$ cat src/rtl/wb_writer_if.sv
// -----------------------------------------------------------------------------
// wb_writer_if
//   Bundles every signal of the writeback stage other than clock and reset.
//   The MEM-stage handshake, the data-memory read response and the
//   register-file write port all live here.
//
//   Signals (direction as seen by the writeback stage):
//     mem_valid    in   MEM stage presents an instruction
//     mem_ready    out  writer can accept an instruction this cycle
//     mem_wreg     in   instruction writes a GPR
//     mem_waddr    in   destination GPR
//     mem_wdata    in   ALU result (non-load)
//     mem_is_load  in   instruction is a load
//     mem_load_op  in   000 LB, 001 LBU, 010 LH, 011 LHU, 100 LW
//     mem_addr_lo  in   effective address bits [1:0]
//     flush        in   kill the accepting instruction and any pending load
//     dmem_rvalid  in   data-memory read response valid
//     dmem_rdata   in   read data, big-endian lanes (byte 0 = [31:24])
//     stall_req    out  pipeline hold while a load is outstanding
//     we/waddr/wdata out register-file write port (registered)
//     err/err_code out one-cycle error pulse and its cause
//
//   Modports: slave = the writeback stage, master = whatever drives it.
// -----------------------------------------------------------------------------
interface wb_writer_if;
    logic        mem_valid;
    logic        mem_ready;
    logic        mem_wreg;
    logic [4:0]  mem_waddr;
    logic [31:0] mem_wdata;
    logic        mem_is_load;
    logic [2:0]  mem_load_op;
    logic [1:0]  mem_addr_lo;
    logic        flush;
    logic        dmem_rvalid;
    logic [31:0] dmem_rdata;
    logic        stall_req;
    logic        we;
    logic [4:0]  waddr;
    logic [31:0] wdata;
    logic        err;
    logic [1:0]  err_code;

    modport slave (
        input  mem_valid, mem_wreg, mem_waddr, mem_wdata, mem_is_load,
               mem_load_op, mem_addr_lo, flush, dmem_rvalid, dmem_rdata,
        output mem_ready, stall_req, we, waddr, wdata, err, err_code
    );

    modport master (
        output mem_valid, mem_wreg, mem_waddr, mem_wdata, mem_is_load,
               mem_load_op, mem_addr_lo, flush, dmem_rvalid, dmem_rdata,
        input  mem_ready, stall_req, we, waddr, wdata, err, err_code
    );
endinterface

$ cat src/rtl/wb_writer.sv
// -----------------------------------------------------------------------------
// wb_writer
//   Writeback stage of the MIPS pipeline. It accepts one retiring instruction
//   per cycle from the MEM stage. ALU results reach the register file one
//   registered cycle later. A load parks the stage in WAIT_LOAD until the
//   data memory answers. The returned word then has its byte or halfword
//   extracted (big-endian lanes) and extended before it is written. A
//   watchdog bounds the wait and reports a timeout error.
//
//   Ports:
//     clk   in  rising-edge clock
//     rst   in  synchronous reset, active-high
//     bus   wb_writer_if.slave: MEM handshake, dmem response, RF write port,
//           error pulse
//
//   Parameters:
//     TMO_W  width of the load-wait watchdog. A timeout fires once the counter
//            has reached 2^TMO_W-1 with no response.
// -----------------------------------------------------------------------------
module wb_writer #(
    parameter int TMO_W = 8
) (
    input  logic           clk,
    input  logic           rst,
    wb_writer_if.slave     bus
);

    typedef enum logic {
        IDLE      = 1'b0,
        WAIT_LOAD = 1'b1
    } state_e;

    localparam logic [2:0] OP_LB  = 3'b000;
    localparam logic [2:0] OP_LBU = 3'b001;
    localparam logic [2:0] OP_LH  = 3'b010;
    localparam logic [2:0] OP_LHU = 3'b011;
    localparam logic [2:0] OP_LW  = 3'b100;

    localparam logic [1:0] ERR_NONE     = 2'b00;
    localparam logic [1:0] ERR_MISALIGN = 2'b01;
    localparam logic [1:0] ERR_TIMEOUT  = 2'b10;
    localparam logic [1:0] ERR_ILLEGAL  = 2'b11;

    localparam logic [TMO_W-1:0] WDOG_MAX = '1;

    // FSM state
    state_e            state_q, state_d;

    // Context of the single outstanding load
    logic              ld_wreg_q,  ld_wreg_d;
    logic [4:0]        ld_waddr_q, ld_waddr_d;
    logic [2:0]        ld_op_q,    ld_op_d;
    logic [1:0]        ld_lo_q,    ld_lo_d;
    logic [TMO_W-1:0]  wdog_q,     wdog_d;

    // Registered outputs
    logic              we_q,       we_d;
    logic [4:0]        waddr_q,    waddr_d;
    logic [31:0]       wdata_q,    wdata_d;
    logic              err_q,      err_d;
    logic [1:0]        err_code_q, err_code_d;

    // Decode of the instruction presented by MEM
    logic              accept;
    logic              op_illegal;
    logic              misaligned;
    logic              wdog_expired;
    logic [31:0]       load_result;

    // Big-endian lane extraction followed by sign or zero extension.
    function automatic logic [31:0] extract_load(
        input logic [2:0]  op,
        input logic [1:0]  lo,
        input logic [31:0] word
    );
        logic [7:0]  byte_v;
        logic [15:0] half_v;
        case (lo)
            2'b00:   byte_v = word[31:24];
            2'b01:   byte_v = word[23:16];
            2'b10:   byte_v = word[15:8];
            default: byte_v = word[7:0];
        endcase
        // Only even addresses reach here for halfwords, so bit 1 picks the lane.
        half_v = lo[1] ? word[15:0] : word[31:16];
        case (op)
            OP_LB:   extract_load = {{24{byte_v[7]}}, byte_v};
            OP_LBU:  extract_load = {24'h0, byte_v};
            OP_LH:   extract_load = {{16{half_v[15]}}, half_v};
            OP_LHU:  extract_load = {16'h0, half_v};
            default: extract_load = word;
        endcase
    endfunction

    assign accept       = bus.mem_valid && (state_q == IDLE) && !bus.flush && !rst;
    // 101/110/111 are the only encodings outside LB..LW.
    assign op_illegal   = bus.mem_load_op[2] && (bus.mem_load_op[1:0] != 2'b00);
    assign wdog_expired = (wdog_q == WDOG_MAX);
    assign load_result  = extract_load(ld_op_q, ld_lo_q, bus.dmem_rdata);

    always_comb begin
        case (bus.mem_load_op)
            OP_LH, OP_LHU: misaligned = bus.mem_addr_lo[0];
            OP_LW:         misaligned = (bus.mem_addr_lo != 2'b00);
            default:       misaligned = 1'b0;
        endcase
    end

    // -------------------------------------------------------------------------
    // State and data registers
    // -------------------------------------------------------------------------
    // NOTE: sequential state uses non-blocking assignments only, so every
    // register samples the pre-edge values of the others.
    always_ff @(posedge clk) begin
        if (rst) begin
            state_q    <= IDLE;
            ld_wreg_q  <= 1'b0;
            ld_waddr_q <= 5'd0;
            ld_op_q    <= 3'd0;
            ld_lo_q    <= 2'd0;
            wdog_q     <= '0;
            we_q       <= 1'b0;
            waddr_q    <= 5'd0;
            wdata_q    <= 32'd0;
            err_q      <= 1'b0;
            err_code_q <= ERR_NONE;
        end else begin
            state_q    <= state_d;
            ld_wreg_q  <= ld_wreg_d;
            ld_waddr_q <= ld_waddr_d;
            ld_op_q    <= ld_op_d;
            ld_lo_q    <= ld_lo_d;
            wdog_q     <= wdog_d;
            we_q       <= we_d;
            waddr_q    <= waddr_d;
            wdata_q    <= wdata_d;
            err_q      <= err_d;
            err_code_q <= err_code_d;
        end
    end

    // -------------------------------------------------------------------------
    // Next-state logic
    // -------------------------------------------------------------------------
    always_comb begin
        state_d = state_q;
        case (state_q)
            IDLE: begin
                if (accept && bus.mem_is_load && !op_illegal && !misaligned)
                    state_d = WAIT_LOAD;
            end
            WAIT_LOAD: begin
                // Flush, a response or the watchdog all end the wait.
                if (bus.flush || bus.dmem_rvalid || wdog_expired)
                    state_d = IDLE;
            end
            default: state_d = IDLE;
        endcase
    end

    // -------------------------------------------------------------------------
    // Output and datapath logic (next values of the registered outputs)
    // -------------------------------------------------------------------------
    // NOTE: every signal driven here gets a default first. Any path that
    // skipped an assignment would otherwise infer a latch.
    always_comb begin
        we_d       = 1'b0;
        err_d      = 1'b0;
        err_code_d = ERR_NONE;
        waddr_d    = waddr_q;
        wdata_d    = wdata_q;
        ld_wreg_d  = ld_wreg_q;
        ld_waddr_d = ld_waddr_q;
        ld_op_d    = ld_op_q;
        ld_lo_d    = ld_lo_q;
        wdog_d     = wdog_q;

        case (state_q)
            IDLE: begin
                if (accept) begin
                    if (!bus.mem_is_load) begin
                        // GPR 0 is hard-wired to zero and is never written.
                        we_d    = bus.mem_wreg && (bus.mem_waddr != 5'd0);
                        waddr_d = bus.mem_waddr;
                        wdata_d = bus.mem_wdata;
                    end else if (op_illegal) begin
                        err_d      = 1'b1;
                        err_code_d = ERR_ILLEGAL;
                    end else if (misaligned) begin
                        err_d      = 1'b1;
                        err_code_d = ERR_MISALIGN;
                    end else begin
                        ld_wreg_d  = bus.mem_wreg;
                        ld_waddr_d = bus.mem_waddr;
                        ld_op_d    = bus.mem_load_op;
                        ld_lo_d    = bus.mem_addr_lo;
                        wdog_d     = '0;
                    end
                end
            end
            WAIT_LOAD: begin
                // Priority: flush, then response, then timeout.
                if (bus.flush) begin
                    wdog_d = '0;
                end else if (bus.dmem_rvalid) begin
                    we_d    = ld_wreg_q && (ld_waddr_q != 5'd0);
                    waddr_d = ld_waddr_q;
                    wdata_d = load_result;
                end else if (wdog_expired) begin
                    err_d      = 1'b1;
                    err_code_d = ERR_TIMEOUT;
                end else begin
                    wdog_d = wdog_q + TMO_W'(1);
                end
            end
            default: ;
        endcase
    end

    assign bus.mem_ready = (state_q == IDLE);
    assign bus.stall_req = (state_q == WAIT_LOAD);
    assign bus.we        = we_q;
    assign bus.waddr     = waddr_q;
    assign bus.wdata     = wdata_q;
    assign bus.err       = err_q;
    assign bus.err_code  = err_code_q;

endmodule

$ cat src/flat_wrapper.sv
// flat-port wrapper written by rule: the top's interface ports become plain ports
module wb_writer_flat 
#(
    parameter int TMO_W = 8
)
  (clk, rst, bus_mem_valid, bus_mem_wreg, bus_mem_waddr, bus_mem_wdata, bus_mem_is_load, bus_mem_load_op, bus_mem_addr_lo, bus_flush, bus_dmem_rvalid, bus_dmem_rdata, bus_mem_ready, bus_stall_req, bus_we, bus_waddr, bus_wdata, bus_err, bus_err_code);
  wb_writer_if bus_i ();
  input  logic clk;
  input  logic rst;
  input wire logic [$bits(bus_i.mem_valid)-1:0] bus_mem_valid;
  input wire logic [$bits(bus_i.mem_wreg)-1:0] bus_mem_wreg;
  input wire logic [$bits(bus_i.mem_waddr)-1:0] bus_mem_waddr;
  input wire logic [$bits(bus_i.mem_wdata)-1:0] bus_mem_wdata;
  input wire logic [$bits(bus_i.mem_is_load)-1:0] bus_mem_is_load;
  input wire logic [$bits(bus_i.mem_load_op)-1:0] bus_mem_load_op;
  input wire logic [$bits(bus_i.mem_addr_lo)-1:0] bus_mem_addr_lo;
  input wire logic [$bits(bus_i.flush)-1:0] bus_flush;
  input wire logic [$bits(bus_i.dmem_rvalid)-1:0] bus_dmem_rvalid;
  input wire logic [$bits(bus_i.dmem_rdata)-1:0] bus_dmem_rdata;
  output wire logic [$bits(bus_i.mem_ready)-1:0] bus_mem_ready;
  output wire logic [$bits(bus_i.stall_req)-1:0] bus_stall_req;
  output wire logic [$bits(bus_i.we)-1:0] bus_we;
  output wire logic [$bits(bus_i.waddr)-1:0] bus_waddr;
  output wire logic [$bits(bus_i.wdata)-1:0] bus_wdata;
  output wire logic [$bits(bus_i.err)-1:0] bus_err;
  output wire logic [$bits(bus_i.err_code)-1:0] bus_err_code;
  assign bus_i.mem_valid = bus_mem_valid;
  assign bus_i.mem_wreg = bus_mem_wreg;
  assign bus_i.mem_waddr = bus_mem_waddr;
  assign bus_i.mem_wdata = bus_mem_wdata;
  assign bus_i.mem_is_load = bus_mem_is_load;
  assign bus_i.mem_load_op = bus_mem_load_op;
  assign bus_i.mem_addr_lo = bus_mem_addr_lo;
  assign bus_i.flush = bus_flush;
  assign bus_i.dmem_rvalid = bus_dmem_rvalid;
  assign bus_i.dmem_rdata = bus_dmem_rdata;
  assign bus_mem_ready = bus_i.mem_ready;
  assign bus_stall_req = bus_i.stall_req;
  assign bus_we = bus_i.we;
  assign bus_waddr = bus_i.waddr;
  assign bus_wdata = bus_i.wdata;
  assign bus_err = bus_i.err;
  assign bus_err_code = bus_i.err_code;
  wb_writer #(.TMO_W(TMO_W)) u_core (.clk(clk), .rst(rst), .bus(bus_i));
endmodule
$ cat config.mk
export PLATFORM = sky130hd
export DESIGN_NAME = wb_writer_flat
export DESIGN_NICKNAME = d
export VERILOG_FILES = /design/src/rtl/wb_writer_if.sv /design/src/rtl/wb_writer.sv /design/src/flat_wrapper.sv
export SDC_FILE = /design/constraint.sdc
export NUM_CORES = 1
export LEC_CHECK = 0
export BUFFER_PORTS_ARGS = -buffer_cell sky130_fd_sc_hd__clkbuf_2
export CORE_MARGIN = 8
export CORE_UTILIZATION = 54
export DETAILED_ROUTE_END_ITERATION = 7
export GPL_TIMING_DRIVEN = 0
export PLACE_DENSITY = 0.92
export SLEW_MARGIN = 5
export SYNTH_ARGS = -nofsm -noshare
export SYNTH_HDL_FRONTEND = slang
export SYNTH_SLANG_ARGS = --single-unit
export TNS_END_PERCENT = 100
$ cat constraint.sdc
create_clock -name clk -period 2.7 [get_ports clk]
set_input_delay 0.405 -clock clk [delete_from_list [all_inputs] [get_ports clk]]
set_output_delay 0.405 -clock clk [all_outputs]
set_load 0.05 [all_outputs]
=== Word level (Yosys, flattened, before mapping) ===
Index checks and enable logic that the tools add are counted.

* Output and inout port bits: 43
* Bits of input ports: 81
* Flip-flop bits (word level): 61
* Logic and storage cells: 104

* Reduce and logical (&&, ||, !) cells: 25
* Bitwise operators: 3
* Eq/ne operators: 18
* Add/sub/neg operators: 1
* Multiplexer cells: 46

{| class="wikitable"
|+ Operators by type and width
! operator !! count
|-
| $mux W32 || 4
|-
| $pmux W32 S4 || 1
|-
| $pmux W32 S2 || 1
|-
| $mux W8 || 7
|-
| $pmux W8 S3 || 1
|-
| $mux W5 || 4
|-
| $mux W16 || 1
|-
| $pmux W8 S2 || 1
|-
| $mux W1 || 14
|-
| $eq A3 B2 Y1 const B || 4
|-
| $mux W2 || 6
|-
| $ne A2 B2 Y1 const B || 6
|-
| $pmux W5 S2 || 1
|-
| $reduce_bool A5 Y1 || 2
|-
| $logic_and A1 B1 Y1 || 9
|-
| $add A8 B1 Y8 const B || 1
|-
| $eq A8 B8 Y1 const B || 1
|-
| $pmux W1 S2 || 4
|-
| $ne A3 B3 Y1 const B || 2
|-
| $reduce_and A6 Y1 || 1
|-
| $reduce_and A5 Y1 || 1
|-
| $logic_not A1 Y1 || 4
|-
| $pmux W2 S2 || 1
|-
| $reduce_and A4 Y1 || 1
|-
| other kinds (11) || 15
|}

=== Longest topological paths before layout ===
Gate-level depths: netlist of the first run.

* Depth in word-level cells: 9
* Mapped depth: 6
* Depth with buffers taken out: 5

=== Worst setup path after synthesis of the first run ===
No wires, ideal clock.

* Kind: register -> register
* From: reg u_core.state_q, in the netlist u_core.bus.stall_req
* To: reg u_core.wdata_q[22], in the netlist u_core.bus.wdata[22]
* Slack: 719 ps
* Period minus slack after synthesis: 1981 ps
* Cell stages (with the launch flop): 6
* Path buffers: 1
* Setup time: 152 ps
* Required time: 2548 ps
* Arrival: 1829 ps
* Cells stage by stage: dfxtp_1 or4b_4 a21oi_2 o311a_2 buf_4 a221oi_2

* Longest elaborated chain between the ends: 6
* Elaborated cells between the ends (all ways): 10
* Those cells by class: eq/ne: 4; mux: 1; bitwise: 1; reduce/logical: 4

{| class="wikitable"
|+ RTL lines
! item !! line !! source
|-
| start: declaration || wb_writer.sv:47 || <nowiki>state_e state_q, state_d;</nowiki>
|-
| start signal: assignment || wb_writer.sv:128 || <nowiki>state_q <= state_d;</nowiki>
|-
| $not A1 Y1 (no source line) || -- ||
|-
| $logic_and A1 B1 Y1 (3 in a row) || wb_writer.sv:95 || <nowiki>assign accept = bus.mem_valid && (state_q == IDLE) && !bus.flush && !rst;</nowiki>
|-
| $ne A2 B1 Y1 (no source line) || -- ||
|-
| $reduce_and A4 Y1 (no source line) || -- ||
|-
| end signal: assignment || wb_writer.sv:136 || <nowiki>wdata_q <= wdata_d;</nowiki>
|-
| end: declaration || wb_writer.sv:59 || <nowiki>logic [31:0] wdata_q, wdata_d;</nowiki>
|}

Parallel ways exist; a longest one is shown, timed or not.
A chain may end at the register's enable or synchronous reset.

=== Worst setup path after layout of the first run ===
* From: reg u_core.state_q, in the netlist u_core.bus.stall_req
* To: out bus_mem_ready

* Longest elaborated chain between the ends: 1

{| class="wikitable"
|+ RTL lines
! item !! line !! source
|-
| $not A1 Y1 (no source line) || -- ||
|-
| end: declaration || flat_wrapper.sv:20 || <nowiki>output wire logic [$bits(bus_i.mem_ready)-1:0] bus_mem_ready;</nowiki>
|}

Every way passes these cells.

==> results.md, run 1 <==
- Starting density of the core: 0.546
- DR iter-0 viols: 308
- First-pass GRT wire length: 18.4 mm
- Antenna-violating nets left: 0
- Netlist cell types: 49
- Routability congestion estimate from global placement: 0.945
- Largest net degree at the start of global routing: 11
- Final nets: 618
- CP Launch Type: register
- Ys Warns: 0
- Clk slew on worst S/H paths: 0.07 ns
- Status: complete, no violations
- Count of final hold-check violations: 0
- CTS sink cnt: 61
- Diode count: 0
- Syn Inst Count: 404
- Syn_area_per_cell: 8.39 um2
- Pint: 1600 uW
- Post-cts sizing count: 0
- Overall routing resource usage: 0.260
- Post-Route WL: 11.9 mm
- Clock buffer depth: 2
- CTS tree: yes
- Via/cell ratio: 6.28
- Post-synth EDFFs: 0
- Max Slew Vio Count: 0
- Top Ports: 124
- Kind of critical path: reg -> out
- Syn nets: 486
- Total CTS buffers: 9
- Asr flop ratio synth: 0
- CTS root buf: clkbuf_8
- Vias in the first global route: 3810
- Mapped Area: 0.00339 mm2
- Final hold slack: 0.333 ns
- Leak: 0.00178 uW
- Grt total ovfl: 0
- P&R area growth vs syn: 27.4%
- Crit share post-route: 0.855
- Tmin final: 2.31 ns
- Sequential area share after synthesis: 0.360
- Cts hold-fix bufs: 0
- Total number of vias: 3884
- Crit path DAT: 1.90 ns
- Final setup TNS: 0 ns
- DP Wirelength: 9.05 mm
- Final number of setup-violating endpoints: 0
- Worst Max-Slew Pin Slew: 0.736 ns
- H-Tree Depth: 3
- Final routed DRC violation total: 0
- Part of the power in registers: 0.429
- Die ar.: 0.00906 mm2
- Setup ws final: 0.391 ns
- Worst vdd rail ir drop: 0.400 mV
- CP Max Fanout: 10
- Clk Latency, worst-skew pair: 0.34 ns
- CP endpoint kind: primary output
- IO buf count: 121
- Core Area: 0.00620 mm2
- Slew headroom: 0.506
- Per-cell routed wire length: 19.3 um
- CP required: 2.30 ns
- DP Worst Slack: 0.566 ns
- Final Power: 2170 uW
- Yosys reg bits: 61
- Drt first pass iters: 7
- Die Wd: 95.2 um
- Layout Skew: 0.00914 ns
- Net Sw Frac: 0.265
- Power per cell area: 503 mW/mm2
- DIE HEIGHT: 95.2 um
- FMAX: 433 MHz
- Core Rows: 29
- Number of post-CTS setup repair buffers: 0
- Initial antenna violation count: 0
- Max-Cap Viols: 0
- Top FF cell, synth: dfxtp_1
- Share of cells above drive strength 1: 0.307
- Clk pwr share: 0.428
- Sw power: 576 uW
- RSZ-0062 raised after global routing: false
- Type of the worst min-delay path: in -> reg
- Combinational power share: 0.143
## power by group through the flow
stage               registers (uW)  logic [uW]  clock network [uW]
floorplan                     1010         117                   0
global placement               950         297                   0
detailed placement             951         303                   0
CTS                            931         305                 937
global route                   933         330                 971
finish                         931         311                 931
## per-layer routing
metal | global-route usage | part of all wire
met1 | 0.299 | 0.37
met2 | 0.429 | 0.46
met3 | 0.0756 | 0.12
met4 | 0.133 | 0.044
met5 | 0 | 0
## cell type report
cell class              count  area [um2]
fillers                   492        1890
flip-flops and latches     61        1220
plain buffers              35         159
repair buffers            121         606
well taps                  77        96.3
clock buffers              12         155
inverters                  10        37.5
multi-input cells         298        1970
clock inverters             4        70.1
## cell families (layout without fill, tap and decap cells)
family,count (synthesis),after routing,synth area share
multiplexers,34,34,0.105
buffers and inverters,45,182,0.0580
AND/OR/NAND/NOR,144,144,0.203
adder cells (fa/ha/maj),1,1,0.00369
flip-flops,61,61,0.360
AO/OA/AOI/OAI,119,119,0.270
## cells in the final DEF (no fill, tap or decap), drive strengths merged, types with 13 or more instances in the layout
master	synthesis	routed
o21ai	26	26
mux2i	30	30
a21oi	15	15
a221oi	19	19
clkbuf	19	152
nor3	13	13
nor2	34	34
dfxtp	61	61
nand2	48	48
buf	16	16
nand3	15	15
a211oi	16	16
## worst paths after layout
path / endpoint / from / slack [ns] / cells after the start
min reg2reg: u_core.bus.wdata[14] / u_core.bus.wdata[14] / 0.47 / 2
max: bus_mem_ready / u_core.bus.stall_req / 0.39 / 4
max reg2reg: u_core.bus.stall_req / u_core.bus.stall_req / 0.62 / 6
min: u_core.bus.wdata[29] / bus_dmem_rdata[29] / 0.33 / 3
## state kept, by name, summed over array words and instances, names as in the netlist
signal / cells
u_core.ld_op_q: 3
u_core.bus.we: 1
u_core.ld_waddr_q: 5
u_core.ld_wreg_q: 1
u_core.bus.wdata: 32
u_core.ld_lo_q: 2
u_core.wdog_q: 8
u_core.bus.err: 1
u_core.bus.waddr: 5
u_core.bus.err_code: 2
u_core.bus.stall_req: 1
## stage by stage
step / std cells / util / cell area [um2]
after floorplan: 404 / - / 3390
after global placement: 602 / 0.659 / 4090
after detailed placement: 602 / 0.659 / 4090
after CTS: 618 / 0.696 / 4320
after global routing: 618 / 0.696 / 4320
final: 618 / 0.696 / 4320
## synth_stat cells (all sizes together), types with 3 or more instances
cell | number | share of area
buf | 16 | 0.026
nand3 | 15 | 0.022
inv | 10 | 0.011
a21oi | 15 | 0.023
nand2 | 48 | 0.053
a211oi | 16 | 0.035
a21o | 3 | 0.0066
o21ai | 26 | 0.038
a221oi | 19 | 0.068
mux2i | 30 | 0.089
nor2 | 34 | 0.038
a32oi | 7 | 0.018
nor2b | 10 | 0.018
nand3b | 9 | 0.020
dfxtp | 61 | 0.36
nor3 | 13 | 0.019
o22ai | 3 | 0.0055
clkbuf | 19 | 0.021
o21a | 8 | 0.018
nand2b | 3 | 0.0055
mux2 | 3 | 0.010
o211ai | 5 | 0.011
a2bb2oi | 4 | 0.010
## critical path, stage by stage (launching register included)
cell      delay (ns)
dfxtp_1         0.35
buf_1           0.26
inv_1           0.15
clkbuf_1        0.41
clkbuf_2        0.39
Power figures use the tool's default switching activity.
==> run 2, diff against run 1 <==
--- a/config.mk
+++ b/config.mk
@@ -7,7 +7,7 @@
 export LEC_CHECK = 0
 export BUFFER_PORTS_ARGS = -buffer_cell sky130_fd_sc_hd__clkbuf_2
 export CORE_MARGIN = 8
-export CORE_UTILIZATION = 54
+export CORE_UTILIZATION = 50
 export DETAILED_ROUTE_END_ITERATION = 7
 export GPL_TIMING_DRIVEN = 0
 export PLACE_DENSITY = 0.92
==> results.md, run 2 (synthesis gave the netlist of run 1 again) <==
- CTS tree: yes
- First-pass GRT wire length: 19.3 mm (+4.6%)
- Initial antenna violation count: 0 (unchanged)
- CP endpoint kind: primary output
- Layout Skew: 0.0107 ns (+0.00159 ns)
- R2R depth: 5 (-1)
- Cts hold-fix bufs: 0 (unchanged)
- Total CTS buffers: 9 (unchanged)
- Most common cell after layout, fill and taps aside: clkbuf_2
- Overall routing resource usage: 0.246 (-0.0137)
- Post-cts sizing count: 0 (unchanged)
- Final Power: 2200 uW (+1.1%)
- Per-cell routed wire length: 19.3 um (+0.18%)
- Max reg flops: 32 (unchanged)
- CTS root buf: clkbuf_8
- Clk slew on worst S/H paths: 0.07 ns (about the same)
- Die Wd: 98.3 um (+3.3%)
- Clock buffer depth: 2 (unchanged)
- Kind of critical path: reg -> out
- Clk Latency, worst-skew pair: 0.36 ns (+0.02 ns)
- Worst vdd rail ir drop: 0.286 mV (-28%)
- Power per cell area: 508 mW/mm2 (+0.99%)
- Top Ports: 124 (unchanged)
- Grt total ovfl: 0 (unchanged)
- Share of cells above drive strength 1: 0.307 (unchanged)
- Leak: 0.00178 uW (unchanged)
- Type of the worst min-delay path: in -> reg
- Final setup TNS: 0 ns (unchanged)
- Max Slew Vio Count: 0 (unchanged)
- Largest net degree at the start of global routing: 11 (unchanged)
- Commonest cells after routing, fill and taps aside: clkbuf_2 (121), dfxtp_1 (61), nand2_1 (48)
- Vias in the first global route: 3890 (+2.1%)
- Core Area: 0.00668 mm2 (+7.7%)
- IO buf count: 121 (unchanged)
- Diode count: 0 (unchanged)
- Status: complete, no violations
- RSZ-0062 raised after global routing: false
- P&R area growth vs syn: 27.5% (about the same)
- FMAX: 434 MHz (+0.16%)
- DR iter-0 viols: 203 (-34%)
- Routability congestion estimate from global placement: 0.949 (+0.33%)
- CTS sink cnt: 61 (unchanged)
- H-Tree Depth: 3 (unchanged)
- Crit path DAT: 1.90 ns (about the same)
- Final routed DRC violation total: 0 (unchanged)
- Drt first pass iters: 5 (-2)
- Hold path depth: 3 (unchanged)
- Crit share post-route: 0.854 (-0.00134)
- CP Max Fanout: 10 (unchanged)
- Antenna-violating nets left: 0 (unchanged)
- Tmin final: 2.31 ns (-0.00362 ns)
- Max-Cap Viols: 0 (unchanged)
- DIE HEIGHT: 98.3 um (+3.3%)
- Starting density of the core: 0.507 (-0.0390)
- R2R setup slack: 0.65 ns (+0.03 ns)
- Number of post-CTS setup repair buffers: 0 (unchanged)
- CP required: 2.30 ns (about the same)
- Final number of setup-violating endpoints: 0 (unchanged)
- Via/cell ratio: 6.18 (-1.7%)
- Final hold slack: 0.313 ns (-0.0201 ns)
- Count of final hold-check violations: 0 (unchanged)
- Die ar.: 0.00967 mm2 (+6.6%)
- Slew headroom: 0.454 (-0.0514)
- CP Launch Type: register
- DP Wirelength: 9.26 mm (+2.3%)
- Worst Max-Slew Pin Slew: 0.818 ns (+0.0828 ns)
- Post-Route WL: 12.0 mm (+0.66%)
- Core Rows: 30 (+3.4%)
- Final nets: 618 (unchanged)
- Total number of vias: 3838 (-1.2%)
-- run 2: cell counts in the layout (fill, tap and decap cells not counted) --
Identical to the previous run, type by type.
-- run 2: area by class of cell --
class	instances	area [um2]
Fill cell	576	2360
Multi-Input combinational cell	298	1970
Sequential cell	61	1220
Timing Repair Buffer	121	606
Buffer	35	159
Clock buffer	12	155
Tap cell	80	100
Clock inverter	4	70.1
Inverter	10	37.5
-- run 2: critical path, cell delays in order, from the launching register on --
cell and delay [ns]:
dfxtp_1 0.35, buf_1 0.27, inv_1 0.15, clkbuf_1 0.39, clkbuf_2 0.37
-- run 2: final timing paths --
kind	start	to
setup / recovery	u_core.bus.stall_req	bus_mem_ready
hold / removal	bus_dmem_rdata[17]	u_core.bus.wdata[17]
hold reg to reg	u_core.bus.wdata[14]	u_core.bus.wdata[14]
setup reg to reg	u_core.bus.stall_req	u_core.bus.wdata[28]
-- run 2: per-stage QoR --
stage / cell area [um2] / setup slack [ns] / cells / util
final: 4320 / 0.395 / 621 / 0.646
after global routing: 4320 / 0.247 / 621 / 0.646
after CTS: 4320 / 0.434 / 621 / 0.646
after detailed placement: 4090 / 0.548 / 605 / 0.613
after global placement: 4090 / 0.579 / 605 / 0.613
after floorplan: 3390 / 0.719 / 404 / -
-- run 2: power breakdown --
part	switching (uW)	internal, uW	total (uW)
Clock	386	568	954
Sequential	11.7	919	931
Combinational	202	109	311
-- run 2: metal layers --
layer | up-vias | wire length (um) | track usage
met3 | 46 | 1510 | 0.0939
met1 | 1793 | 4490 | 0.271
met4 | 0 | 463 | 0.142
met2 | 238 | 5560 | 0.396
met5 | - | 0 | 0
li1 | 1761 | - | -
